===== src/rtl/pe_array_pkg.sv =====
// Shared types and constants for the PE array result path.
// Used by pe_result_collector and its optional saturator.
package pe_array_pkg;
  typedef enum logic {
    COLLECT = 1'b0,
    DRAIN   = 1'b1
  } col_state_t;

  localparam int RES_W_DEF   = 65;
  localparam int SAT_W       = 32;
  localparam logic [SAT_W-1:0] SAT_LIMIT = 32'hFFFF_FFFF;
  localparam int FRAME_CNT_W = 16;
endpackage


===== src/rtl/pe_result_sat.sv =====
// Combinational saturator: clamps a RES_W result to 32 bits and flags the clamp.
module pe_result_sat
  import pe_array_pkg::*;
#(
  parameter int RES_W = RES_W_DEF
) (
  input  logic [RES_W-1:0] din,
  output logic [SAT_W-1:0] dout,
  output logic             sat
);
  assign sat  = |din[RES_W-1:SAT_W];
  assign dout = sat ? SAT_LIMIT : din[SAT_W-1:0];
endmodule


===== src/rtl/pe_result_collector.sv =====
// Gathers one result per PE, then drains them in index order over valid/ready.
// Optional COLLECTOR_SAT32_EN narrows m_data to 32 bits with saturation and adds m_sat.
module pe_result_collector
  import pe_array_pkg::*;
#(
  parameter int NUM_PE = 4,
  parameter int RES_W  = RES_W_DEF,
  parameter int IDX_W  = $clog2(NUM_PE)
) (
  input  logic                    clk,
  input  logic                    rst,
  input  logic [NUM_PE*RES_W-1:0] pe_result_bus,
  input  logic [NUM_PE-1:0]       done_pe_vec,
`ifdef COLLECTOR_SAT32_EN
  output logic [SAT_W-1:0]        m_data,
  output logic                    m_sat,
`else
  output logic [RES_W-1:0]        m_data,
`endif
  output logic [IDX_W-1:0]        m_idx,
  output logic                    m_last,
  output logic                    m_valid,
  input  logic                    m_ready,
  output logic                    busy,
  output logic [FRAME_CNT_W-1:0]  frame_cnt,
  output logic                    err_overrun,
  output logic                    err_dup,
  input  logic                    clear_err
);
`ifdef COLLECTOR_SAT32_EN
  localparam int OUT_W = SAT_W;
`else
  localparam int OUT_W = RES_W;
`endif

  col_state_t                   state;
  logic [NUM_PE-1:0]            mask;
  logic [NUM_PE-1:0][RES_W-1:0] res_buf;
  logic [IDX_W-1:0]             rd_ptr;
  logic [IDX_W-1:0]             nxt_ptr;
  logic                         all_done;
  logic                         xfer;
  logic [RES_W-1:0]             ld_val;
  logic [OUT_W-1:0]             out_val;
  logic                         out_sat;

  assign all_done = &(mask | done_pe_vec);
  assign xfer     = m_valid & m_ready;
  assign nxt_ptr  = rd_ptr + IDX_W'(1);
  assign m_idx    = rd_ptr;

  // Entry to be presented next: slot 0 (possibly arriving this very cycle) on
  // frame completion, otherwise the entry after the one being transferred.
  always_comb begin
    ld_val = res_buf[0];
    if (state == COLLECT) begin
      if (done_pe_vec[0]) ld_val = pe_result_bus[0 +: RES_W];
    end else begin
      ld_val = res_buf[nxt_ptr];
    end
  end

`ifdef COLLECTOR_SAT32_EN
  pe_result_sat #(.RES_W(RES_W)) u_sat (
    .din  (ld_val),
    .dout (out_val),
    .sat  (out_sat)
  );
`else
  assign out_val = ld_val;
  assign out_sat = 1'b0;
`endif

  always_ff @(posedge clk or negedge rst) begin
    if (!rst) begin
      state       <= COLLECT;
      mask        <= '0;
      res_buf     <= '0;
      rd_ptr      <= '0;
      m_data      <= '0;
      m_last      <= 1'b0;
      m_valid     <= 1'b0;
      busy        <= 1'b0;
      frame_cnt   <= '0;
      err_overrun <= 1'b0;
      err_dup     <= 1'b0;
`ifdef COLLECTOR_SAT32_EN
      m_sat       <= 1'b0;
`endif
    end else begin
      // Clear first so a same-cycle error event below takes priority.
      if (clear_err) begin
        err_overrun <= 1'b0;
        err_dup     <= 1'b0;
      end
      case (state)
        COLLECT: begin
          for (int i = 0; i < NUM_PE; i++) begin
            if (done_pe_vec[i]) begin
              res_buf[i] <= pe_result_bus[i*RES_W +: RES_W];
              if (mask[i]) err_dup <= 1'b1;
            end
          end
          if (all_done) begin
            mask      <= '0;
            frame_cnt <= frame_cnt + 1'b1;
            state     <= DRAIN;
            busy      <= 1'b1;
            m_valid   <= 1'b1;
            rd_ptr    <= '0;
            m_last    <= 1'b0;
            m_data    <= out_val;
`ifdef COLLECTOR_SAT32_EN
            m_sat     <= out_sat;
`endif
          end else begin
            mask <= mask | done_pe_vec;
          end
        end
        DRAIN: begin
          // Late results are dropped; the frame in flight is untouched.
          if (|done_pe_vec) err_overrun <= 1'b1;
          if (xfer) begin
            if (m_last) begin
              state   <= COLLECT;
              busy    <= 1'b0;
              m_valid <= 1'b0;
              m_last  <= 1'b0;
              rd_ptr  <= '0;
              m_data  <= '0;
`ifdef COLLECTOR_SAT32_EN
              m_sat   <= 1'b0;
`endif
            end else begin
              rd_ptr <= nxt_ptr;
              m_last <= (nxt_ptr == IDX_W'(NUM_PE-1));
              m_data <= out_val;
`ifdef COLLECTOR_SAT32_EN
              m_sat  <= out_sat;
`endif
            end
          end
        end
        default: state <= COLLECT;
      endcase
    end
  end

  logic unused_ok;
  assign unused_ok = out_sat;
endmodule


===== config.mk =====
export PLATFORM = sky130hd
export DESIGN_NAME = pe_result_collector
export DESIGN_NICKNAME = d
export VERILOG_FILES = /design/src/rtl/pe_array_pkg.sv /design/src/rtl/pe_result_sat.sv /design/src/rtl/pe_result_collector.sv
export SDC_FILE = /design/constraint.sdc
export NUM_CORES = 1
export LEC_CHECK = 0
export ABC_CLOCK_PERIOD_IN_PS = 2650
export BUFFER_PORTS_ARGS = -buffer_cell sky130_fd_sc_hd__buf_2
export CORE_MARGIN = 2
export CORE_UTILIZATION = 55
export CTS_CLUSTER_SIZE = 10
export DETAILED_ROUTE_END_ITERATION = 12
export HOLD_SLACK_MARGIN = 0.08
export PLACE_DENSITY_LB_ADDON = 0.1
export SLEW_MARGIN = 10
export SYNTH_ARGS = -nofsm -noshare
export SYNTH_HDL_FRONTEND = slang
export SYNTH_SLANG_ARGS = --single-unit

===== constraint.sdc =====
create_clock -name clk -period 2.65 [get_ports clk]
set_clock_uncertainty 0.2 [all_clocks]
set_input_delay 0.1325 -clock clk [delete_from_list [all_inputs] [get_ports clk]]
set_output_delay 0.1325 -clock clk [all_outputs]
set_load 0.05 [all_outputs]

# Yosys cells after proc, flatten, opt, wreduce, memory -nomap -nowiden
# Index checks and enable logic that the tools add are counted.
# W data, S select, Z words.
word_totals:
  wordCells: 69
  ff_bits: 352
op_classes:
  addsub: 2
  n_bitwise: 3
  n_eq_ne: 4
  muxes: 38
  n_reduce_logical: 8
  n_lt_le_gt_ge: 1
op_table:
  columns: ["operator", "n"]
  rows:
  - ["$mux W65", 6]
  - ["$bmux W65 S2", 1]
  - ["$pmux W65 S2", 1]
  - ["$mux W1", 22]
  - ["$add A16 B1 Y16 const B", 1]
  - ["$reduce_and A2 Y1", 4]
  - ["$mux W2", 3]
  - ["$pmux W1 S2", 3]
  - ["$reduce_and A5 Y1", 1]
  - ["$mux W4", 1]
  - ["$ne A2 B2 Y1 const B", 2]
  - ["$or A4 B4 Y4", 1]
  - ["$pmux W2 S2", 1]
  - ["$reduce_and A4 Y1", 1]
  - ["$reduce_or A4 Y1", 1]
  - ["$lt A2 B3 Y1 const B", 1]
  - ["$reduce_and A3 Y1", 1]
  - ["$add A2 B1 Y2 const B", 1]
  - ["$eq A2 B2 Y1 const B", 1]
  - ["$ne A2 B1 Y1 const B", 1]
  - ["$and A1 B1 Y1", 1]
  - ["$not A1 Y1", 1]

# Logic depth before layout (Yosys ltp)
# Gate-level depths: netlist of run 1.
depth:
  depth_word: 10
  mapped_depth: 9
  depth_no_buf: 5

# Worst setup path before layout of run 1
# OpenSTA, ideal clock, no wires.
synth_timing:
  kind: "register -> register"
  from: "reg rd_ptr[0] (netlist: m_idx[0])"
  to: "reg m_data[10]"
  path_slack_ns: -0.093
  arrival_time_ns: 2.413
  setup_ns: 0.130
  path_stages_with_launch: 9
  period_less_slack_ns: 2.743
  cell_sequence: "dfrtp_1 -> clkbuf_1 -> inv_1 -> ha_1 -> clkbuf_1 -> clkbuf_1 -> mux2_2 -> a21oi_1 -> a31oi_1"
synth_between:
  elab_chain_len: 7
  word_cells_on_any_way: 8
  cone_classes: "add/sub (1); mux (7)"
synth_rtl:
  columns: ["element", "line", "rtl"]
  rows:
  - ["from (decl)", "pe_result_collector.sv:39", "logic [IDX_W-1:0] rd_ptr;"]
  - ["from (signal assigned)", "pe_result_collector.sv:135", "rd_ptr <= nxt_ptr;"]
  - ["$add A2 B1 Y2 (*)", "pe_result_collector.sv:49", "assign nxt_ptr = rd_ptr + IDX_W'(1);"]
  - ["$bmux W65 S2 (*)", "pe_result_collector.sv:59", "ld_val = res_buf[nxt_ptr];"]
  - ["$mux W65 (not written as such) (*)", "pe_result_collector.sv:59", null]
  - ["$mux W65 (*)", "pe_result_collector.sv:56", "if (state == COLLECT) begin"]
  - ["$mux W65", "pe_result_collector.sv:124", "if (m_last) begin"]
  - ["$mux W65", "pe_result_collector.sv:123", "if (xfer) begin"]
  - ["$pmux W65 S2 (*)", "pe_result_collector.sv:96", "case (state)"]
  - ["to (signal assigned)", "pe_result_collector.sv:112", "m_data <= out_val;"]
  - ["to (signal assigned)", "pe_result_collector.sv:137", "m_data <= out_val;"]
  - ["to (decl)", "pe_result_collector.sv:18", "output logic [RES_W-1:0] m_data,"]
# Every way passes the cells marked *; elsewhere a longest branch is shown, timed or not. The select of a mux whose other input is x is not followed.
# A chain may end at the register's enable or synchronous reset.

# Worst setup path after layout of run 1
layout_timing:
  from: "reg state"
  to: "reg m_data[32]"
layout_between:
  elab_chain_len: 4
  word_cells_on_any_way: 9
  cone_classes: "eq/ne (2); mux (5); bitwise (1); reduce/logical (1)"
layout_rtl:
  columns: ["element", "line", "rtl"]
  rows:
  - ["from (decl)", "pe_result_collector.sv:36", "col_state_t state;"]
  - ["from (signal assigned)", "pe_result_collector.sv:76", "state <= COLLECT;"]
  - ["from (signal assigned)", "pe_result_collector.sv:107", "state <= DRAIN;"]
  - ["from (signal assigned)", "pe_result_collector.sv:125", "state <= COLLECT;"]
  - ["$mux W65", "pe_result_collector.sv:56", null]
  - ["$mux W65", "pe_result_collector.sv:124", null]
  - ["$mux W65", "pe_result_collector.sv:123", null]
  - ["$pmux W65 S2", "pe_result_collector.sv:96", null]
# Several ways; a longest one is shown, not always the timed one. The select of a mux whose other input is x is not followed.

==> impl_results.md, run 1 <==
- Overflow left after global routing: 0
- Vias per cell: 5.72
- Routed wire length: 52600 um
- Type of the worst setup path: reg -> reg
- Total CTS buffers: 42
- Crit-path cells: nand2b_4 -> a2111oi_4 -> or2_2 -> buf_4 -> a31oi_1
- Buffers inserted by post-CTS timing repair: 0
- Utilization after layout: 0.775
- Max-slew headroom: 0.507
- Maximum level of the CTS H-tree: 2
- Relative area change from synthesis to final layout: 39.1%
- Mapped Nets: 1727
- Commonest cells after routing, fill and taps aside: sky130_fd_sc_hd__buf_2 (353), sky130_fd_sc_hd__dfrtp_1 (350), sky130_fd_sc_hd__mux2_2 (328), sky130_fd_sc_hd__dlygate4sd3_1 (282), sky130_fd_sc_hd__nand2_1 (267)
- Remaining antenna violation count: 0
- Most frequently used flop master after synthesis: sky130_fd_sc_hd__dfrtp_1
- Synthesized area divided by synthesized cell count: 11.3 sq um
- Capture point of the worst reg-to-reg path: m_data[32]
- CP peak stage delay: 0.49 ns
- First-pass GRT wire length: 81300 um
- Transition time at the pin with the least slew margin: 0.739 ns
- Total count of hold-check failures in the final report: 0
- Site Rows: 63
- Crit share post-route: 0.875
- Number of hold-repair buffers added at the cts stage: 282
- Final TNS setup: 0 ns
- Total core area: 0.0295 sq mm
- CTS tree: built
- Antenna violations before repair: 2
- CP Max Fanout: 20
- Routed wire length per instance: 21.2 um
- Worst ir drop on vdd: 835 uV
- Maximum achievable frequency: 431 MHz
- Internal power summed over all cells: 16.9 mW
- Starting utilization of the core area: 0.557
- Ports: 356
- Number of storage elements in the synthesis netlist: 352
- Status: finished clean
- Slack of the worst reg-to-reg path: 0.33 ns
- Distinct cell type count of the synthesized netlist: 32
- Clock insertion delay at the later pin of the skew report: 0.52 ns
- Data arrival at the endpoint of the critical path: 2.50 ns
- Kind of launch point of the worst setup path: register
- Fraction of final layout cells with drive strength greater than 1: 0.378
- Post-cts resize count: 0
- Required time of the critical path: 2.83 ns
- Count of flip-flops with a built-in enable after synthesis: 0
- Setup repair after global routing missed its margin: no
- Final critical path time including I/O delays and setup: 2.32 ns
- Sequential area share after synthesis: 0.536
- Number of buffer and inverter instances along the worst setup path: 1
- Worst hold path class: in -> reg
- Power share of the sequential group: 0.342
- Critical Path Sink Type: register
- Initial DRC Count: 990
- Fin nets: 2342
- Number of sinks driven by the clock tree: 352
- Clk buf depth: 3
- Maximum capacitance violations: 0
- Largest net degree at the start of global routing: 79
- Cell with the largest stage delay on the worst path: sky130_fd_sc_hd__dfrtp_4
- Number of global-route vias before repair: 15000
- Worst r2r path cells: 5
- Count of cell instances traversed by the critical path: 5
- Detailed-placement wirelength estimate: 30300 um
- Dominant delay contributor by cell family on the critical path: simple AND/OR/NAND/NOR gates
- Filler Cell Count: 1867
- Combinational power share: 0.476
- Number of synthesis warnings: 0
- Fraction of registers with async set or reset after synthesis: 1.00
- Net Sw Frac: 0.407
- Clock tree root driver cell: sky130_fd_sc_hd__clkbuf_16
- Die extent in x: 177 um
- Total power divided by cell area: 1250 mW/mm^2
- Overall track demand over capacity in global routing: 0.338
- Placer's final routability congestion estimate: 0.828
- DRC: 0
- Number of port buffers: 355
- Detailed-routing iteration count for the pre-antenna-repair pass: 5
- Leak: 10.5 nW
- Die Area: 0.0313 sq mm
- Synth Instances: 1457
- Startpoint of the worst-slack reg-to-reg timing path: state
- Cell area after synthesis: 0.0164 sq mm
- Number of pins with negative max-slew slack in the final report: 0
- Die height: 177 um
- Reg clk slew, reported paths: 0.06 ns
- Clock group share of total power: 0.182
- Critical path launch point: state
- Total number of vias: 14200
- Capturing instance or port of the critical path: m_data[32]
- Min-delay src: done_pe_vec[1]
- Commonest non-fill, non-tap cell in the layout: sky130_fd_sc_hd__buf_2
- Number of setup violations in the final report: 0
- Sw power: 11.6 mW
## sequential cells by signal, indices dropped and copies added (netlist names)
name         flops
err_dup          1
err_overrun      1
mask             4
res_buf        260
m_idx            2
m_data          65
m_last           1
frame_cnt       16
busy             1
state            1
## final cells by class
class	count	area [sq um]	area share
Clock inverter	2	13.8	0.000603
Tap cell	390	488	0.0214
Timing Repair Buffer	678	5120	0.224
Inverter	7	26.3	0.00115
Sequential cell	352	8820	0.386
Antenna cell	3	7.51	0.000329
Clock buffer	52	1160	0.0509
Multi-Input combinational cell	991	7210	0.316
## tightest hold or removal path, delay by kind of cell
kind	cells	cell delay, ns
buf+inv	2	0.42
simple gates	3	0.24
## synthesized netlist by cell type, types with 2 or more instances
cell type                  count  share of area
sky130_fd_sc_hd__nand2b_1      2        0.00076
sky130_fd_sc_hd__buf_2        18         0.0055
sky130_fd_sc_hd__buf_4         6         0.0027
sky130_fd_sc_hd__mux2i_1      65          0.040
sky130_fd_sc_hd__mux2_2      328           0.22
sky130_fd_sc_hd__buf_1        17         0.0039
sky130_fd_sc_hd__a21oi_1      66          0.020
sky130_fd_sc_hd__nor4_1        3         0.0011
sky130_fd_sc_hd__nand3_1       6         0.0018
sky130_fd_sc_hd__o22ai_1       2        0.00076
sky130_fd_sc_hd__o21ai_0       2        0.00061
sky130_fd_sc_hd__dfrtp_1     352           0.54
sky130_fd_sc_hd__a31oi_1      65          0.025
sky130_fd_sc_hd__ha_1          2         0.0015
sky130_fd_sc_hd__xnor2_1       9         0.0048
sky130_fd_sc_hd__xor2_1        6         0.0032
sky130_fd_sc_hd__nor2_1       77          0.018
sky130_fd_sc_hd__nand4_1       9         0.0034
sky130_fd_sc_hd__inv_1         7         0.0016
sky130_fd_sc_hd__clkbuf_1     65          0.015
sky130_fd_sc_hd__nand2_1     267          0.061
sky130_fd_sc_hd__nor3_1       68          0.021
sky130_fd_sc_hd__nor2b_1       4         0.0015
sky130_fd_sc_hd__and3_1        3         0.0011
## metrics by stage
stage / power (mW) / area (sq um) / hold WS (ns) / setup slack (ns) / instances
CTS: 28.3 / 22800 / 0.0943 / 0.328 / 2472
detailed placement: 22.7 / 18800 / -0.0140 / 0.321 / 2136
floorplan: 18.8 / 16400 / -0.363 / 0.0295 / 1457
finish: 28.5 / 22800 / 0.106 / 0.331 / 2475
global route: 30.0 / 22800 / 0.141 / 0.225 / 2474
global placement: 22.3 / 18800 / -0.0261 / 0.394 / 2136
## worst min path at each step
stage / to / slack (ns) / cells past startpoint
CTS: res_buf[98] / 0.09 / 5
detailed placement: res_buf[76] / -0.01 / 1
finish: res_buf[87] / 0.11 / 5
global placement: res_buf[206] / -0.03 / 1
floorplan: busy / -0.36 / 0
global route: res_buf[98] / 0.14 / 5
## metal layers
| layer | up-vias | global-route usage | routed length (um) |
|---|---|---|---|
| met4 | 0 | 0.142 | 2150 |
| met2 | 619 | 0.575 | 25900 |
| met3 | 170 | 0.0636 | 3420 |
| li1 | 6313 | - | - |
| met5 | - | 0 | 0 |
| met1 | 7067 | 0.424 | 21100 |
## power by group through the flow
stage | clock, mW | sequential (mW) | combinational [mW]
floorplan | 0 | 11.2 | 7.56
global placement | 0 | 9.58 | 12.7
detailed placement | 0 | 9.71 | 13.0
CTS | 5.22 | 9.64 | 13.4
global route | 5.44 | 10.0 | 14.6
finish | 5.17 | 9.75 | 13.6
## kinds of logic after synthesis
| kind of cell | count (synthesis) | synth area share |
|---|---|---|
| and+or+nand+nor | 441 | 0.110 |
| muxes | 393 | 0.265 |
| DFF | 352 | 0.536 |
| AOI/OAI and AO/OA | 140 | 0.0502 |
| buffers and inverters | 114 | 0.0293 |
| xor gates and xnor gates | 15 | 0.00800 |
| adders and majority gates | 2 | 0.00152 |
Power figures use the tool's default switching activity.
==> run 2: changes to the inputs <==
--- a/config.mk
+++ b/config.mk
@@ -5,11 +5,10 @@
 export SDC_FILE = /design/constraint.sdc
 export NUM_CORES = 1
 export LEC_CHECK = 0
-export ABC_CLOCK_PERIOD_IN_PS = 2650
+export ABC_CLOCK_PERIOD_IN_PS = 2500
 export BUFFER_PORTS_ARGS = -buffer_cell sky130_fd_sc_hd__buf_2
 export CORE_MARGIN = 2
 export CORE_UTILIZATION = 55
-export CTS_CLUSTER_SIZE = 10
 export DETAILED_ROUTE_END_ITERATION = 12
 export HOLD_SLACK_MARGIN = 0.08
 export PLACE_DENSITY_LB_ADDON = 0.1
==> constraint.sdc (replaced) <==
create_clock -name clk -period 2.5 [get_ports clk]
set_clock_uncertainty 0.2 [all_clocks]
set_input_delay 0.125 -clock clk [delete_from_list [all_inputs] [get_ports clk]]
set_output_delay 0.125 -clock clk [all_outputs]
set_load 0.05 [all_outputs]
==> impl_results.md, run 2 (synthesized netlist as in run 1, its figures left out) <==
- Largest net degree at the start of global routing: 74
- Commonest non-fill, non-tap cell in the layout: sky130_fd_sc_hd__buf_2
- Detailed-placement wirelength estimate: 30900 um
- CTS tree: built
- Required time of the critical path: 2.75 ns
- Final TNS setup: 0 ns
- Clock insertion delay at the later pin of the skew report: 0.54 ns
- Total power divided by cell area: 1330 mW/mm^2
- Status: finished clean
- Fraction of final layout cells with drive strength greater than 1: 0.381
- Reg clk slew, reported paths: 0.06 ns
- Number of hold-repair buffers added at the cts stage: 297
- Routed wire length: 53200 um
- Routed wire length per instance: 21.1 um
- Number of setup violations in the final report: 0
- Final critical path time including I/O delays and setup: 2.35 ns
- Total CTS buffers: 40
- Setup repair after global routing missed its margin: no
- Met3 global-route usage: 0.0760
- Overall track demand over capacity in global routing: 0.340
- Met1 Usage GRT: 0.428
- Initial DRC Count: 1017
- CP Max Fanout: 16
- Kind of launch point of the worst setup path: register
- Critical Path Sink Type: register
- Total core area: 0.0295 sq mm
- Worst ir drop on vdd: 796 uV
- Ports: 356
- Fin nets: 2362
- DRC: 0
- Buffers inserted by post-CTS timing repair: 0
- Register containing the most flip-flops in the final layout: res_buf
- Registers with the most flip-flops: res_buf: 260 flops, m_data: 65 flops, frame_cnt: 16 flops
- Placer's final routability congestion estimate: 0.825
- Filler Cell Count: 1806
- Type of the worst setup path: reg -> reg
- Worst r2r path cells: 6
- Relative area change from synthesis to final layout: 41.2%
- Global-route met2 utilization: 0.576
- Vias per cell: 5.67
- Data arrival at the endpoint of the critical path: 2.60 ns
- Commonest cells after routing, fill and taps aside: sky130_fd_sc_hd__buf_2 (353), sky130_fd_sc_hd__dfrtp_1 (350), sky130_fd_sc_hd__mux2_2 (328), sky130_fd_sc_hd__dlygate4sd3_1 (297), sky130_fd_sc_hd__nand2_1 (267)
- Overflow left after global routing: 0
- Starting utilization of the core area: 0.557
- Crit share post-route: 0.941
- First-pass GRT wire length: 82700 um
- Worst setup timing slack at the placement stage: 0.220 ns
- Total number of vias: 14300
- Transition time at the pin with the least slew margin: 0.853 ns
- Maximum capacitance violations: 0
- Antenna violations before repair: 4
- Worst hold path depth: 5
- Die Area: 0.0313 sq mm
- Max FFs per register: 260
- Die height: 177 um
- Number of port buffers: 355
- Worst Slack Setup Final: 0.148 ns
- Clock tree root driver cell: sky130_fd_sc_hd__clkbuf_16
- Post-cts resize count: 0
- Number of pins with negative max-slew slack in the final report: 0
- Die extent in x: 177 um
- Maximum level of the CTS H-tree: 2
- Total count of hold-check failures in the final report: 0
- Worst hold path class: in -> reg
- Remaining antenna violation count: 0
- Maximum achievable frequency: 425 MHz
- Number of sinks driven by the clock tree: 352
- Leak: 10.6 nW
- Detailed-routing iteration count for the pre-antenna-repair pass: 7
- Max-slew headroom: 0.431
- Clk buf depth: 3
- Site Rows: 63
- Final-layout worst hold slack: 0.103 ns
- GRT Max-Usage Layer: met2
- Number of global-route vias before repair: 15200
-- run 2: cell type report --
type                    instances  area [sq um]  area share
flip-flops and latches        352          8820       0.380
well taps                     390           488      0.0211
clock buffers                  63          1230      0.0530
inverters                       7          26.3     0.00113
diodes                          4          10.0    0.000432
clock inverters                10          91.3     0.00394
multi-input cells             991          7210       0.311
repair buffers                700          5310       0.229
-- run 2: final timing paths --
| path | from | to | slack, ns |
|---|---|---|---|
| worst max-delay path | m_idx[0] | m_data[59] | 0.15 |
| worst min-delay path | done_pe_vec[2] | mask[2] | 0.10 |
| worst max register to register | m_idx[0] | m_data[59] | 0.15 |
| worst min register to register | res_buf[95] | res_buf[95] | 0.28 |
| max in group asynchronous | rst | res_buf[108] | 0.81 |
| min in group asynchronous | rst | res_buf[140] | 0.47 |
-- run 2: critical path, stage by stage (launching register included) --
cell and delay, ns:
sky130_fd_sc_hd__dfrtp_4 0.48, sky130_fd_sc_hd__inv_1 0.17, sky130_fd_sc_hd__ha_4 0.37, sky130_fd_sc_hd__and3_2 0.49
sky130_fd_sc_hd__buf_4 0.26, sky130_fd_sc_hd__a21oi_1 0.08, sky130_fd_sc_hd__a31oi_1 0.20
-- run 2: routing by layer --
| metal | share of wire | vias up | routed length [um] |
|---|---|---|---|
| met2 | 0.49 | 653 | 26100 |
| met4 | 0.035 | 0 | 1840 |
| met5 | 0 | - | 0 |
| met1 | 0.40 | 7108 | 21200 |
| met3 | 0.077 | 140 | 4090 |
| li1 | - | 6375 | - |
-- run 2: power by group --
| group | switching (mW) | internal [mW] | leakage (nW) |
|---|---|---|---|
| Sequential | 1.82 | 8.55 | 4.17 |
| Combinational | 8.30 | 6.24 | 5.79 |
| Clock | 2.36 | 3.49 | 0.647 |
| Total | 12.5 | 18.3 | 10.6 |
-- run 2: through the flow --
step	cells	instance area (sq um)	utilization	total power, mW
after floorplan	1457	16400	-	19.9
after global placement	2143	18900	0.640	23.7
after detailed placement	2143	18900	0.640	24.1
after CTS	2513	23200	0.786	30.5
after global routing	2517	23200	0.786	32.3
final	2517	23200	0.786	30.8
==> run 3: changes to the inputs <==
==> constraint.sdc (replaced) <==
create_clock -name clk -period 2.5 [get_ports clk]
set_clock_uncertainty 0.2 [all_clocks]
set_input_delay 0.25 -clock clk [delete_from_list [all_inputs] [get_ports clk]]
set_output_delay 0.25 -clock clk [all_outputs]
set_load 0.05 [all_outputs]
==> impl_results.md, run 3 (synthesized netlist as in run 1, its figures left out) <==
- Data arrival at the endpoint of the critical path: 2.50 ns
- Final TNS setup: 0 ns
- Largest net degree at the start of global routing: 74
- Max-slew headroom: 0.672
- Slack of the worst reg-to-reg path: 0.17 ns
- Critical Path Sink Type: register
- Detailed-routing iteration count for the pre-antenna-repair pass: 7
- Max FFs per register: 260
- Setup repair after global routing missed its margin: no
- Initial DRC Count: 995
- Number of global-route vias before repair: 15100
- Die height: 177 um
- Overflow left after global routing: 0
- Remaining antenna violation count: 0
- Required time of the critical path: 2.67 ns
- Final critical path time including I/O delays and setup: 2.33 ns
- Number of pins with negative max-slew slack in the final report: 0
- Worst hold path class: in -> reg
- Fin nets: 2333
- Status: finished clean
- Leak: 10.6 nW
- Ports: 356
- Crit share post-route: 0.932
- Transition time at the pin with the least slew margin: 0.493 ns
- Detailed-placement wirelength estimate: 31000 um
- Die extent in x: 177 um
- Layout Cells excl Fill: 2490
- Routed wire length: 52600 um
- First-pass GRT wire length: 81100 um
- Site Rows: 63
- Maximum achievable frequency: 429 MHz
- Clock tree root driver cell: sky130_fd_sc_hd__clkbuf_16
- Placer's final routability congestion estimate: 0.817
- Type of the worst setup path: reg -> reg
- Filler Cell Count: 1854
- CP Max Fanout: 24
- DRC: 0
- Number of sinks driven by the clock tree: 352
- Worst Slack Setup Final: 0.171 ns
- Number of port buffers: 355
- Overall track demand over capacity in global routing: 0.334
- Commonest non-fill, non-tap cell in the layout: sky130_fd_sc_hd__buf_2
- Kind of launch point of the worst setup path: register
- Total power divided by cell area: 1330 mW/mm^2
- Buffers inserted by post-CTS timing repair: 0
- Vias per cell: 5.71
- Total count of hold-check failures in the final report: 0
- Total core area: 0.0295 sq mm
- Commonest cells after routing, fill and taps aside: sky130_fd_sc_hd__buf_2 (353), sky130_fd_sc_hd__dfrtp_1 (350), sky130_fd_sc_hd__mux2_2 (328), sky130_fd_sc_hd__nand2_1 (267), sky130_fd_sc_hd__dlygate4sd3_1 (267)
- Clock insertion delay at the later pin of the skew report: 0.52 ns
- Fraction of final layout cells with drive strength greater than 1: 0.387
- Registers with the most flip-flops: res_buf: 260 flops, m_data: 65 flops, frame_cnt: 16 flops
- Relative area change from synthesis to final layout: 39.6%
- Register containing the most flip-flops in the final layout: res_buf
- Placed cell count: 2144
- Maximum capacitance violations: 0
- Starting utilization of the core area: 0.557
- Number of setup violations in the final report: 0
- CTS tree: built
- Die Area: 0.0313 sq mm
- Total CTS buffers: 39
- Overall power consumption: 30.6 mW
- Worst ir drop on vdd: 792 uV
- Antenna violations before repair: 9
- Clk buf depth: 3
- Reg clk slew, reported paths: 0.06 ns
- Routed wire length per instance: 21.1 um
- Total number of vias: 14200
- Worst setup timing slack at the placement stage: 0.212 ns
- Maximum level of the CTS H-tree: 2
## run 3: what timing repair did
item                                    4_1_cts  5_1_grt
hold buffers                                268        0
endpoints found under the setup margin        0        0
resized for setup                             0        0
endpoints found under the hold margin       617        0
## run 3: per-layer routing
metal	part of all wire	vias up	wire length, um	global-route usage
met1	0.39	7097	20700	0.413
met2	0.50	659	26000	0.572
met4	0.043	0	2240	0.150
li1	-	6289	-	-
met3	0.068	170	3580	0.0616
met5	0	-	0	0
## run 3: metrics by stage
step | utilization | cell area [sq um] | hold slack (ns)
global placement | 0.641 | 18900 | 0.0173
detailed placement | 0.641 | 18900 | 0.0182
floorplan | - | 16400 | -0.246
global route | 0.778 | 22900 | 0.227
CTS | 0.777 | 22900 | 0.201
finish | 0.778 | 22900 | 0.214
## run 3: final timing paths
kind                       cells after the start           start            to
max                                            5           state    m_data[44]
min                                            5  done_pe_vec[0]    m_data[60]
max reg2reg                                    5           state    m_data[44]
min reg2reg                                    2     res_buf[94]   res_buf[94]
max in group asynchronous                      5             rst  res_buf[240]
min in group asynchronous                      3             rst   res_buf[79]
## run 3: area by class of cell
cell class	count	area, sq um	share of cell area
sequential	352	8820	0.385
inverter	7	26.3	0.00115
antenna	9	22.5	0.000982
multi-input combinational	991	7210	0.315
clock buffer	58	1190	0.0519
clock inverter	11	108	0.00469
tap	390	488	0.0213
timing repair buffer	672	5060	0.221
## run 3: worst max-delay path, stage by stage (launching register included)
cell                        delay, ns
sky130_fd_sc_hd__dfrtp_4         0.54
sky130_fd_sc_hd__nand2b_4        0.19
sky130_fd_sc_hd__a2111oi_4       0.43
sky130_fd_sc_hd__or2_4           0.30
sky130_fd_sc_hd__buf_4           0.35
sky130_fd_sc_hd__a31oi_1         0.16
## run 3: power breakdown
group / internal [mW] / leakage, nW / total, mW / switching, mW
Sequential: 8.56 / 4.17 / 10.4 / 1.82
Combinational: 6.13 / 5.75 / 14.4 / 8.26
Clock: 3.49 / 0.645 / 5.80 / 2.31
